[src/rtl/codificador_morse.sv]
// Serialises a captured 12-character ASCII buffer as International Morse on/off keying.
// Outputs are registered one cycle behind the state; durations are exact multiples of CICLOS_UNIDAD.
module codificador_morse #(
    parameter int CICLOS_UNIDAD = 25000000
) (
    input  logic        CLK,
    input  logic        RST,
    input  logic        inicio,
    input  logic [3:0]  num_carac,
    input  logic [95:0] caracteres,
    output logic        morse_out,
    output logic        ocupado,
    output logic        fin,
    output logic [3:0]  indice
);

    localparam int CW = $clog2(4 * CICLOS_UNIDAD);
    localparam logic [CW-1:0] FIN_1N = CW'(CICLOS_UNIDAD - 1);
    localparam logic [CW-1:0] FIN_3N = CW'(3 * CICLOS_UNIDAD - 1);
    localparam logic [CW-1:0] FIN_4N = CW'(4 * CICLOS_UNIDAD - 1);

    localparam logic [1:0] TIPO_NO     = 2'd0;
    localparam logic [1:0] TIPO_LETRA  = 2'd1;
    localparam logic [1:0] TIPO_ESPACIO = 2'd2;

    typedef enum logic [2:0] {
        IDLE,
        CARGA,
        SIMBOLO,
        GAP_SIMB,
        GAP_LETRA,
        GAP_PALABRA,
        FIN
    } estado_t;

    estado_t        estado, estado_sig;
    logic [CW-1:0]  cuenta;
    logic [95:0]    buffer;
    logic [3:0]     total;
    logic [4:0]     patron;
    logic [2:0]     restantes;

    logic [3:0]     sel;
    logic [7:0]     caracter;
    logic [7:0]     mayuscula;
    logic [1:0]     tipo;
    logic [2:0]     longitud;
    logic [4:0]     codigo;
    logic [4:0]     alineado;
    logic           fin_tiempo;
    logic           ultimo;

    logic           morse_d, ocupado_d, fin_d;

    // indice reaches total (possibly 12) only when no lookup is needed
    assign sel       = (indice > 4'd11) ? 4'd0 : indice;
    assign caracter  = buffer[{sel, 3'b000} +: 8];
    assign mayuscula = (caracter >= 8'h61 && caracter <= 8'h7A) ? caracter - 8'h20 : caracter;
    assign ultimo    = (indice == total - 4'd1);

    // Codes are right-aligned here, dot=0 dash=1; alignment to the MSB happens on load
    always_comb begin
        tipo     = TIPO_LETRA;
        longitud = 3'd0;
        codigo   = 5'b00000;
        case (mayuscula)
            8'h41: begin longitud = 3'd2; codigo = 5'b00001; end // A
            8'h42: begin longitud = 3'd4; codigo = 5'b01000; end // B
            8'h43: begin longitud = 3'd4; codigo = 5'b01010; end // C
            8'h44: begin longitud = 3'd3; codigo = 5'b00100; end // D
            8'h45: begin longitud = 3'd1; codigo = 5'b00000; end // E
            8'h46: begin longitud = 3'd4; codigo = 5'b00010; end // F
            8'h47: begin longitud = 3'd3; codigo = 5'b00110; end // G
            8'h48: begin longitud = 3'd4; codigo = 5'b00000; end // H
            8'h49: begin longitud = 3'd2; codigo = 5'b00000; end // I
            8'h4A: begin longitud = 3'd4; codigo = 5'b00111; end // J
            8'h4B: begin longitud = 3'd3; codigo = 5'b00101; end // K
            8'h4C: begin longitud = 3'd4; codigo = 5'b00100; end // L
            8'h4D: begin longitud = 3'd2; codigo = 5'b00011; end // M
            8'h4E: begin longitud = 3'd2; codigo = 5'b00010; end // N
            8'h4F: begin longitud = 3'd3; codigo = 5'b00111; end // O
            8'h50: begin longitud = 3'd4; codigo = 5'b00110; end // P
            8'h51: begin longitud = 3'd4; codigo = 5'b01101; end // Q
            8'h52: begin longitud = 3'd3; codigo = 5'b00010; end // R
            8'h53: begin longitud = 3'd3; codigo = 5'b00000; end // S
            8'h54: begin longitud = 3'd1; codigo = 5'b00001; end // T
            8'h55: begin longitud = 3'd3; codigo = 5'b00001; end // U
            8'h56: begin longitud = 3'd4; codigo = 5'b00001; end // V
            8'h57: begin longitud = 3'd3; codigo = 5'b00011; end // W
            8'h58: begin longitud = 3'd4; codigo = 5'b01001; end // X
            8'h59: begin longitud = 3'd4; codigo = 5'b01011; end // Y
            8'h5A: begin longitud = 3'd4; codigo = 5'b01100; end // Z
            8'h30: begin longitud = 3'd5; codigo = 5'b11111; end // 0
            8'h31: begin longitud = 3'd5; codigo = 5'b01111; end // 1
            8'h32: begin longitud = 3'd5; codigo = 5'b00111; end // 2
            8'h33: begin longitud = 3'd5; codigo = 5'b00011; end // 3
            8'h34: begin longitud = 3'd5; codigo = 5'b00001; end // 4
            8'h35: begin longitud = 3'd5; codigo = 5'b00000; end // 5
            8'h36: begin longitud = 3'd5; codigo = 5'b10000; end // 6
            8'h37: begin longitud = 3'd5; codigo = 5'b11000; end // 7
            8'h38: begin longitud = 3'd5; codigo = 5'b11100; end // 8
            8'h39: begin longitud = 3'd5; codigo = 5'b11110; end // 9
            8'h20:   tipo = TIPO_ESPACIO;
            default: tipo = TIPO_NO;
        endcase
    end

    assign alineado = codigo << (3'd5 - longitud);

    always_comb begin
        case (estado)
            SIMBOLO:     fin_tiempo = (cuenta == (patron[4] ? FIN_3N : FIN_1N));
            GAP_SIMB:    fin_tiempo = (cuenta == FIN_1N);
            GAP_LETRA:   fin_tiempo = (cuenta == FIN_3N);
            GAP_PALABRA: fin_tiempo = (cuenta == FIN_4N);
            default:     fin_tiempo = 1'b0;
        endcase
    end

    always_ff @(posedge CLK or posedge RST) begin
        if (RST) begin
            estado <= IDLE;
        end else begin
            estado <= estado_sig;
        end
    end

    always_comb begin
        estado_sig = estado;
        case (estado)
            IDLE: begin
                if (inicio) estado_sig = CARGA;
            end
            CARGA: begin
                if (indice == total) begin
                    estado_sig = FIN;
                end else if (tipo == TIPO_LETRA) begin
                    estado_sig = SIMBOLO;
                end else if (tipo == TIPO_ESPACIO) begin
                    estado_sig = GAP_PALABRA;
                end
            end
            SIMBOLO: begin
                if (fin_tiempo) begin
                    if (restantes > 3'd1) estado_sig = GAP_SIMB;
                    else if (ultimo)      estado_sig = FIN;
                    else                  estado_sig = GAP_LETRA;
                end
            end
            GAP_SIMB: begin
                if (fin_tiempo) estado_sig = SIMBOLO;
            end
            GAP_LETRA, GAP_PALABRA: begin
                if (fin_tiempo) estado_sig = CARGA;
            end
            FIN:     estado_sig = IDLE;
            default: estado_sig = IDLE;
        endcase
    end

    always_comb begin
        morse_d   = (estado == SIMBOLO);
        ocupado_d = (estado != IDLE);
        fin_d     = (estado == FIN);
    end

    always_ff @(posedge CLK or posedge RST) begin
        if (RST) begin
            morse_out <= 1'b0;
            ocupado   <= 1'b0;
            fin       <= 1'b0;
        end else begin
            morse_out <= morse_d;
            ocupado   <= ocupado_d;
            fin       <= fin_d;
        end
    end

    always_ff @(posedge CLK or posedge RST) begin
        if (RST) begin
            cuenta    <= '0;
            buffer    <= '0;
            total     <= 4'd0;
            indice    <= 4'd0;
            patron    <= 5'd0;
            restantes <= 3'd0;
        end else begin
            cuenta <= (estado_sig != estado) ? '0 : cuenta + 1'b1;
            case (estado)
                IDLE: begin
                    if (inicio) begin
                        buffer <= caracteres;
                        total  <= (num_carac > 4'd12) ? 4'd12 : num_carac;
                        indice <= 4'd0;
                    end
                end
                CARGA: begin
                    if (indice != total) begin
                        if (tipo == TIPO_LETRA) begin
                            patron    <= alineado;
                            restantes <= longitud;
                        end else if (tipo == TIPO_NO) begin
                            indice <= indice + 4'd1;
                        end
                    end
                end
                GAP_SIMB: begin
                    if (fin_tiempo) begin
                        patron    <= {patron[3:0], 1'b0};
                        restantes <= restantes - 3'd1;
                    end
                end
                GAP_LETRA, GAP_PALABRA: begin
                    if (fin_tiempo) indice <= indice + 4'd1;
                end
                default: ;
            endcase
        end
    end

endmodule

[config.mk]
export PLATFORM = sky130hd
export DESIGN_NAME = codificador_morse
export DESIGN_NICKNAME = d
export VERILOG_FILES = /design/src/rtl/codificador_morse.sv
export SDC_FILE = /design/constraint.sdc
export NUM_CORES = 1
export LEC_CHECK = 0
export ABC_AREA = 1
export CORE_MARGIN = 1
export CORE_UTILIZATION = 35
export DETAILED_ROUTE_END_ITERATION = 6
export PLACE_DENSITY_LB_ADDON = 0.05
export REMOVE_ABC_BUFFERS = 1
export SLEW_MARGIN = 20
export SYNTH_ARGS = -nofsm -noshare
export SYNTH_HDL_FRONTEND = slang
export SYNTH_SLANG_ARGS = --single-unit
[constraint.sdc]
create_clock -name CLK -period 5.6 [get_ports CLK]
set_input_delay 1.12 -clock CLK [delete_from_list [all_inputs] [get_ports CLK]]
set_output_delay 1.12 -clock CLK [all_outputs]
set_load 0.05 [all_outputs]
==> key figures <==
Floorplan
  • Row count: 56
  • Die height: 158 um
  • Die W: 158 um
  • Num ports: 110
  • Core area: 0.0237 sq mm
  • Starting density of the core: 0.359
  • DIE AREA: 0.0249 sq mm

Worst setup path
  • Critical path required time: 5950 ps
  • Reg-to-reg startpoint: indice[2]
  • WS Path Type: register to register
  • Critical Path Start: indice[2]
  • WP data arrival: 5200 ps
  • Critical path launch point type: register
  • CP endpoint kind: register
  • Worst-path fanout max: 27

Power and ir drop
  • Pint: 2.99 mW
  • Sw Pwr: 2.86 mW
  • Lkg Pwr: 5.09 nW
  • Sw frac: 0.489
  • Reg power frac: 0.282
  • Final total power: 5.85 mW
  • Clock power frac: 0.191
  • Combinational Power Share: 0.527
  • VDD IR max: 0.000267 V
  • PD cells: 562 mW/mm^2

Clock tree
  • CTS tree: done
  • Clock sink total: 145
  • Gates resized, CTS repair: 0
  • Reg clk slew, reported paths: 70 ps
  • Number of CTS-inserted buffers: 17
  • Setup Fix Bufs, Post-CTS: 0
  • CTS H-Tree Depth: 4
  • Cts hold-fix bufs: 0
  • Clk Latency, worst-skew pair: 430 ps
  • CTS root buffer: clkbuf_16
  • Deepest clock path buffer count: 2

Global routing
  • Antenna violations before repair: 0
  • Largest net degree at the start of global routing: 79
  • First-pass GRT wire length: 39.6 mm
  • Tot GR Track Use: 0.206
  • Vias in the first global route: 7519
  • Grt ovf: 0

Synthesis
  • Distinct cells, synth: 37
  • Number of synthesized flops with an enable pin: 0
  • YS warnings: 0
  • Seq/Total Area, Yosys: 0.426
  • Cell Area, Synth: 0.00851 sq mm
  • Post-synth top flop: dfrtp_1
  • Gate Count Post-Synth: 1197
  • Synth Area per Inst: 7.11 sq um
  • #FFs+latches synth: 145
  • Ys async rst share: 1.00

Layout
  • Synth-to-layout area growth: 22.3%
  • Number of diodes: 0
  • Share of layout cells above drive strength 1: 0.0782
  • Most frequent cells in the layout: nand2_1, dfrtp_1, nor2_1
  • Nets: 1399
  • Commonest non-fill, non-tap cell in the layout: nand2_1
  • Fin cells: 1623

Detailed routing
  • Vias/cell: 4.83
  • DRC viols: 0
  • Via count: 7845
  • Antenna viol nets, final: 0
  • Post-Route WL: 24.2 mm
  • Avg WL per Cell: 14.9 um
  • DRT Pass-1 Iters: 5
  • DR iter-0 viols: 543

Status
  • Outcome: finished, final reports clean

STA
  • Setup TNS Final: 0 ps
  • Hold Violations, Final: 0
  • Final worst slack: 747 ps
  • # setup viols final: 0
  • Tcrit/Tclk final: 0.867
  • Max-slew violation count: 0
  • RSZ-0062 raised after global routing: false
  • Slew of the pin with the lowest slew margin: 801 ps
  • Hold_ws: 472 ps
  • Tmin final: 4850 ps
  • Worst slew margin: 0.466
  • Setup Skew: 14.0 ps
  • Fmax: 0.206 GHz

Job
  • Max-Cap Viols: 0

Place
  • Placed cells: 1591
  • Routability cong.: 0.891
  • Final HPWL DP: 17.1 mm
  • Port Buffers: 109
  • Pre-CTS setup slack: 708 ps

Worst hold path
  • Worst hold start: buffer[43]
  • Hold Path Class: register to register
-- per-layer routing --
layer	vias to the layer above	routed length, um	global-route usage
met4	0	429	0.0591
met2	154	10900	0.323
li1	3995	-	-
met3	26	835	0.0331
met1	3670	12000	0.291
met5	-	0	0
-- stage by stage --
stage	area, sq um	utilization
3_3_place_gp	9840	0.415
2_1_floorplan	8250	-
6_report	10400	0.440
5_1_grt	10400	0.440
4_1_cts	10400	0.440
3_5_place_dp	9840	0.415
-- power by group through the flow --
stage | clock (mW) | combinational (mW) | sequential [mW]
after global placement | 0 | 3.09 | 1.67
after CTS | 1.15 | 3.10 | 1.65
after detailed placement | 0 | 3.08 | 1.67
final | 1.12 | 3.08 | 1.65
after floorplan | 0 | 2.16 | 1.69
after global routing | 1.19 | 3.49 | 1.70
-- critical path, stage by stage, from the launching register on --
cell and delay [ps]:
dfrtp_1 540, nand2_4 290, nand2_2 440, buf_4 310, nand2_1 80, nand2_1 60
nand2_1 50, nand3_1 80, nand2_1 90, nor2_4 140, inv_1 60, ha_1 310
nand4_1 100, nand2_1 70, nor2_2 550, nand2_1 240, inv_2 140, o21ai_1 100
nand2_2 130, nor2_4 70, nand3_2 60, nand2_1 80, a21oi_2 180, nand3_4 370
nor2_1 220
-- cell usage after synthesis (all sizes together), types with 2 or more instances --
cell type  instances  share of area
a211oi             3         0.0026
nand4             20          0.015
xnor2              7         0.0072
o31ai              2         0.0018
xor2              25          0.026
a21oi             16          0.011
o211ai            10         0.0088
nor3              12         0.0071
buf               21          0.020
nand3            112          0.071
clkbuf            25          0.011
ha                 5         0.0074
inv              106          0.047
nand2            441           0.20
nor2             149          0.077
dfrtp            145           0.43
nor4               9         0.0066
nand3b            10         0.0088
o21ai             72          0.042
-- cell type report --
| type | count | area [sq um] |
|---|---|---|
| timing repair buffer | 121 | 1180 |
| clock buffer | 18 | 429 |
| sequential | 145 | 3630 |
| multi-input combinational | 899 | 4220 |
| tap | 319 | 399 |
| fill | 2559 | 13300 |
| clock inverter | 14 | 140 |
| inverter | 107 | 409 |
-- path summary, 6_finish.rpt --
| kind | endpoint | slack (ps) | cells past startpoint |
|---|---|---|---|
| min | buffer[43] | 470 | 2 |
| max reg2reg | cuenta[0] | 750 | 24 |
| min in group asynchronous | buffer[84] | 1110 | 2 |
| max in group asynchronous | ocupado | 3440 | 3 |
| min reg2reg | buffer[43] | 470 | 2 |
| max | cuenta[0] | 750 | 24 |
-- state kept, by name, indices dropped and copies added (netlist names) --
register	count
buffer	96
fin	1
total	4
restantes	3
indice	4
ocupado	1
morse_out	1
estado	3
cuenta	27
patron	5
-- kinds of logic (layout without fill, tap and decap cells) --
family,after synthesis,in the layout,share of synthesized area
xor gates and xnor gates,32,32,0.0329
AOI/OAI and AO/OA,106,106,0.0688
DFF,145,145,0.426
and+or+nand+nor,756,756,0.386
buffers and inverters,153,260,0.0784
adders and majority gates,5,5,0.00735
No activity file was read; power rests on OpenSTA's default activity.
